File: src/rtl/dmem_bytelane_if.sv
// dmem_bytelane_if: request/response bundle between a load/store unit and the byte-lane data memory.
interface dmem_bytelane_if #(
  parameter int ADDR_W = 8
);
  logic              req;
  logic              we;
  logic [2:0]        funct3;
  logic [ADDR_W-1:0] addr;
  logic [31:0]       wdata;
  logic [31:0]       rdata;
  logic              ready;
  logic              busy;
  logic              misalign;
  modport master (output req, we, funct3, addr, wdata, input rdata, ready, busy, misalign);
  modport slave (input req, we, funct3, addr, wdata, output rdata, ready, busy, misalign);
endinterface

File: src/rtl/dmem_bytelane.sv
// dmem_bytelane: fixed-latency RV32 data memory with byte/half/word lanes, extension and misalignment faults.
module dmem_bytelane #(
  parameter int ADDR_W = 8,
  parameter int LATENCY = 2
) (
  input logic clk,
  input logic rst,
  dmem_bytelane_if.slave bus
);
  localparam int DEPTH = 2 ** (ADDR_W - 2);
  typedef enum logic [1:0] {IDLE, WAIT, DONE} state_t;
  state_t state;
  logic [3:0] cnt;
  logic [31:0] mem [DEPTH];
  logic l_we;
  logic [2:0] l_f3;
  logic [ADDR_W-1:0] l_addr;
  logic [31:0] l_wdata;
  logic fault;
  logic [1:0] lane;
  logic [ADDR_W-3:0] widx;
  logic [3:0] be;
  logic [31:0] wd_sh, rw, ld;
  always_comb begin
    fault = ((bus.funct3 == 3'b001 || bus.funct3 == 3'b101) && bus.addr[0])
         || (bus.funct3 == 3'b010 && bus.addr[1:0] != 2'b00)
         || bus.funct3 == 3'b011 || bus.funct3 == 3'b110 || bus.funct3 == 3'b111
         || (bus.we && bus.funct3[2]);
  end
  assign lane = l_addr[1:0];
  assign widx = l_addr[ADDR_W-1:2];
  assign wd_sh = l_wdata << {lane, 3'b000};
  assign rw = mem[widx] >> {lane, 3'b000};
  always_comb begin
    be = l_f3[1:0] == 2'b00 ? 4'b0001 << lane : l_f3[1:0] == 2'b01 ? 4'b0011 << lane : 4'b1111;
    ld = l_f3 == 3'b000 ? {{24{rw[7]}}, rw[7:0]}
       : l_f3 == 3'b001 ? {{16{rw[15]}}, rw[15:0]}
       : l_f3 == 3'b100 ? {24'd0, rw[7:0]}
       : l_f3 == 3'b101 ? {16'd0, rw[15:0]}
       : rw;
  end
  assign bus.busy = state != IDLE;
  always_ff @(posedge clk) begin
    if (rst) begin
      state <= IDLE;
      cnt <= '0;
      bus.ready <= 1'b0;
      bus.misalign <= 1'b0;
      bus.rdata <= '0;
      l_we <= 1'b0;
      l_f3 <= '0;
      l_addr <= '0;
      l_wdata <= '0;
      for (int i = 0; i < DEPTH; i++) mem[i] <= '0;
    end else begin
      bus.ready <= 1'b0;
      bus.misalign <= 1'b0;
      case (state)
        IDLE: if (bus.req) begin
          l_we <= bus.we;
          l_f3 <= bus.funct3;
          l_addr <= bus.addr;
          l_wdata <= bus.wdata;
          if (fault) begin
            state <= DONE;
            bus.ready <= 1'b1;
            bus.misalign <= 1'b1;
          end else begin
            state <= WAIT;
            cnt <= 4'(LATENCY - 1);
          end
        end
        WAIT: if (cnt == 4'd0) begin
          // Access uses only the request latched at acceptance; live bus inputs are ignored here.
          if (l_we) begin
            for (int i = 0; i < 4; i++) if (be[i]) mem[widx][8*i +: 8] <= wd_sh[8*i +: 8];
          end else begin
            bus.rdata <= ld;
          end
          state <= DONE;
          bus.ready <= 1'b1;
        end else begin
          cnt <= cnt - 4'd1;
        end
        default: state <= IDLE;
      endcase
    end
  end
endmodule
File: src/flat_wrapper.sv
// flat-port wrapper written by rule: the top's interface ports become plain ports
module dmem_bytelane_flat 
#(
  parameter int ADDR_W = 8,
  parameter int LATENCY = 2
)
  (clk, rst, bus_req, bus_we, bus_funct3, bus_addr, bus_wdata, bus_rdata, bus_ready, bus_busy, bus_misalign);
  dmem_bytelane_if #(.ADDR_W(ADDR_W)) bus_i ();
  input logic clk;
  input logic rst;
  input wire logic [$bits(bus_i.req)-1:0] bus_req;
  input wire logic [$bits(bus_i.we)-1:0] bus_we;
  input wire logic [$bits(bus_i.funct3)-1:0] bus_funct3;
  input wire logic [$bits(bus_i.addr)-1:0] bus_addr;
  input wire logic [$bits(bus_i.wdata)-1:0] bus_wdata;
  output wire logic [$bits(bus_i.rdata)-1:0] bus_rdata;
  output wire logic [$bits(bus_i.ready)-1:0] bus_ready;
  output wire logic [$bits(bus_i.busy)-1:0] bus_busy;
  output wire logic [$bits(bus_i.misalign)-1:0] bus_misalign;
  assign bus_i.req = bus_req;
  assign bus_i.we = bus_we;
  assign bus_i.funct3 = bus_funct3;
  assign bus_i.addr = bus_addr;
  assign bus_i.wdata = bus_wdata;
  assign bus_rdata = bus_i.rdata;
  assign bus_ready = bus_i.ready;
  assign bus_busy = bus_i.busy;
  assign bus_misalign = bus_i.misalign;
  dmem_bytelane #(.ADDR_W(ADDR_W), .LATENCY(LATENCY)) u_core (.clk(clk), .rst(rst), .bus(bus_i));
endmodule
File: config.mk
export PLATFORM = sky130hd
export DESIGN_NAME = dmem_bytelane_flat
export DESIGN_NICKNAME = d
export VERILOG_FILES = /design/src/rtl/dmem_bytelane_if.sv /design/src/rtl/dmem_bytelane.sv /design/src/flat_wrapper.sv
export SDC_FILE = /design/constraint.sdc
export NUM_CORES = 2
export LEC_CHECK = 0
export BUFFER_PORTS_ARGS = -buffer_cell sky130_fd_sc_hd__buf_2
export CORE_UTILIZATION = 50
export CTS_CLUSTER_SIZE = 20
export DETAILED_ROUTE_END_ITERATION = 8
export PLACE_DENSITY = 0.65
export SKIP_LAST_GASP = 1
export SLEW_MARGIN = 20
export SYNTH_ARGS = -nofsm -noshare
export SYNTH_HDL_FRONTEND = slang
export SYNTH_SLANG_ARGS = --single-unit
export TNS_END_PERCENT = 50
File: constraint.sdc
create_clock -name clk -period 3.9 [get_ports clk]
set_clock_uncertainty 0.1 [all_clocks]
set_input_delay 0 -clock clk [delete_from_list [all_inputs] [get_ports clk]]
set_output_delay 0 -clock clk [all_outputs]
set_load 0.02 [all_outputs]
==> results.cfg <==
[status]
run_status = completed

[placed_design]
cell_area_after_placement_um2 = 98700
global_placement_routability_congestion = 0.998
port-buffer-count = 81
dpl_ws_ns = -0.169
detailedPlacementHpwl_mm = 208

[setup_path]
crit_path_top_delay_cell = o211ai_1
critPathMaxFanout = 26
r2r_cells = 10
rr_endpoint = u_core.bus.rdata[22]
timing.critical_path.from_type = flip-flop
timing.critical_path.cells = buf_12, mux2i_2, o211ai_1, nor3_1, a311oi_1, nand3_1, a21oi_1, o31ai_4, buf_4, a311oi_1
critical_path.endpoint = u_core.bus.rdata[22]
critical_path.max_stage_delay_ns = 0.73
worstSetupPathType = reg2reg
r2r_slack_ns = 0.07
critical_path_required_ns = 4.58
endpoint_class_of_the_critical_path = flip-flop
critPathMostFrequentCell = a311oi_1
arrival_time_of_data_at_the_critical_path_endpoint_ns = 4.51

[sta]
setup_repair_after_global_routing_missed_its_margin = true
period_needed_ns = 3.83
maxSlewViolCount = 0
report.final.setup_viol = 0
fmaxAchievable_ghz = 0.261
layout_worst_path_cycle_share = 0.982
final_critical_path_setup_slack_ns = 0.0705
hold_viol_final = 0
worst_slew_margin_rel = 0.233
max_slew.worst_pin.slew_ns = 1.15

[power_and_ir_drop]
p_per_area_nw_per_um2 = 486
peakVddDrop_mv = 0.360
static_leak_uw = 0.0359

[global_routing]
grt_max_degree = 80
antenna_found_initial = 24
global_route.overflow_total = 0
number_of_global_route_vias_before_repair = 60187
globalRouteTotalUtil = 0.317
grt_pass1_wl_mm = 431

[synthesis]
synthTopCellsByCount = nor2_1 (2220), edfxtp_1 (2048), nand2_1 (715), mux4_2 (391), clkbuf_1 (307)
postSynth.asyncResetShare = 0
syn-cell-area_um2 = 93700
yosys_warnings = 0
post_synth_edffs = 2048
avgSynthCellArea_um2 = 13.5
synth.net_count = 6977
synth.ff_latch_count = 2138
post-synth-top-count-cell = nor2_1
synth_top_cells_by_area = edfxtp_1 (66%), mux4_2 (9.4%), nor2_1 (8.9%), nand2_1 (2.9%), mux2i_1 (2.3%)
synthFlopType = edfxtp_1
synth.distinct_cells = 73
ys_seq_area_frac = 0.675
post_synth_inst_count = 6924
post-synth-top-area-cell = edfxtp_1
post-synth-top-area-fraction = 0.656

[cts]
maximum_number_of_buffers_from_clock_root_to_sink = 3
worstSkewPairLatency_ns = 0.89
cts.root.buffer_cell = clkbuf_16
cts-buffers-inserted = 212
cts_sinks = 2138
clk_pin_slew_ns = 0.06
cts_tree = built
cts.htree.levels = 4

[layout]
final_layout_size_suffix_gt1_frac = 0.179
final_cell_area_um2 = 107000
fillerInstances = 14523
utilization = 0.577
syn2layout_area_growth_pct = 14.5
layout.nets = 7357

[die]
die_w_um = 435
effective_utilization_at_floorplan = 0.504
rows = 158
design.core.area_um2 = 186000
height_of_the_chip_um = 435
top_level_ports = 82
design.die.area_um2 = 189000

[route]
postRouteAntennaNets = 0
detailedRoute.firstPassIterationCount = 6
wirelength_mm = 304
dr.first_iter.drc_count = 9201
drt-vias-per-instance = 6.31
vias = 62930
remaining_drc_errors = 0
avgRoutedWirePerCell_um = 30.4

[hold_path]
hold_depth = 4
worstHoldPathType = in2reg

[run]
max_cap_violations = 0
==> cells by family after synthesis <==
family,Yosys count,synth area share
and+or+nand+nor,3071,0.126
buffers and inverters,502,0.0284
adders and majority gates,6,0.000801
muxes,682,0.131
AOI/OAI and AO/OA,524,0.0377
xor gates and xnor gates,1,0.0000935
DFF,2138,0.675
==> metrics by stage <==
stage	setup TNS, ns	total power, uW	std cells	hold slack [ns]
finish	0	52200	9979	0.0620
global route	-1.19	53300	9970	0.0388
CTS	0	52100	9962	0.00455
detailed placement	-2.21	31800	9403	0.156
global placement	-3.16	31700	9403	0.151
floorplan	0	29500	6924	0.0360
==> per-layer routing <==
layer | vias up | share of wire | GRT usage | routed length, um
met2 | 4267 | 0.45 | 0.478 | 137000
met5 | - | 0.00038 | 0 | 116
met4 | 18 | 0.071 | 0.194 | 21600
met3 | 822 | 0.12 | 0.0873 | 37600
li1 | 26128 | - | - | -
met1 | 31695 | 0.35 | 0.410 | 107000
==> flip-flops by register name, indices dropped and copies added (netlist names), 2 cells and up, named ones only <==
| register | cells |
|---|---|
| u_core.mem | 2048 |
| u_core.bus.rdata | 32 |
| u_core.l_wdata | 32 |
| u_core.l_addr | 8 |
| u_core.cnt | 4 |
| u_core.l_f3 | 3 |
| u_core.state | 2 |
==> critical path, delay by kind of cell, from the launching register on <==
family	cells	cell delay, ns
AOI/OAI and AO/OA	5	2.03
DFF	1	0.53
buffers and inverters	2	0.47
and+or+nand+nor	2	0.37
muxes	1	0.24
==> where the power goes <==
| group | internal [uW] | total (uW) | switching (uW) |
|---|---|---|---|
| clock | 11600 | 20600 | 8990 |
| sequential | 25900 | 26300 | 422 |
| combinational | 1760 | 5310 | 3550 |
==> area by class of cell <==
cell class / instances / area, um^2 / share of cell area
well taps: 2480 / 3100 / 0.0289
diodes: 12 / 30.0 / 0.000280
multi-input cells: 4284 / 28100 / 0.262
repair buffers: 654 / 5810 / 0.0542
inverters: 14 / 62.6 / 0.000583
clock buffers: 283 / 5690 / 0.0530
flip-flops and latches: 2138 / 63300 / 0.590
clock inverters: 114 / 1200 / 0.0112
==> timing repair <==
item | CTS | global route
endpoints found under the hold margin | 59 | 0
setup endpoints to repair | 16 | 91
gates resized for setup | 1 | 5
buffers inserted | 0 | 5
hold buffers | 162 | 0
==> placed cells by master, fill, tap and decap left out, types with 36 or more instances in the layout <==
cell type,instances
nand3_1,37
mux4_2,391
o22ai_1,49
clkinv_1,40
a22oi_1,88
dlygate4sd3_1,162
buf_12,56
nor2_1,2179
a21oi_1,125
nor2_2,39
clkinv_2,36
o21ai_0,50
buf_4,355
mux2i_1,216
nand2_1,695
buf_2,81
o221ai_1,46
clkbuf_16,214
mux2_2,43
edfxtp_1,2048
dfxtp_1,82
clkbuf_1,57
==> how the worst min path moves through the flow <==
stage,from,endpoint,slack (ns)
after detailed placement,bus_wdata[6],u_core.l_wdata[6],0.16
after global routing,bus_addr[2],flip-flop,0.04
after global placement,bus_wdata[6],u_core.l_wdata[6],0.15
after CTS,rst,u_core.bus.misalign,0.005
after floorplan,bus_wdata[16],u_core.l_wdata[16],0.04
final,bus_addr[2],flip-flop,0.06
(Power assumes the default switching activity.)
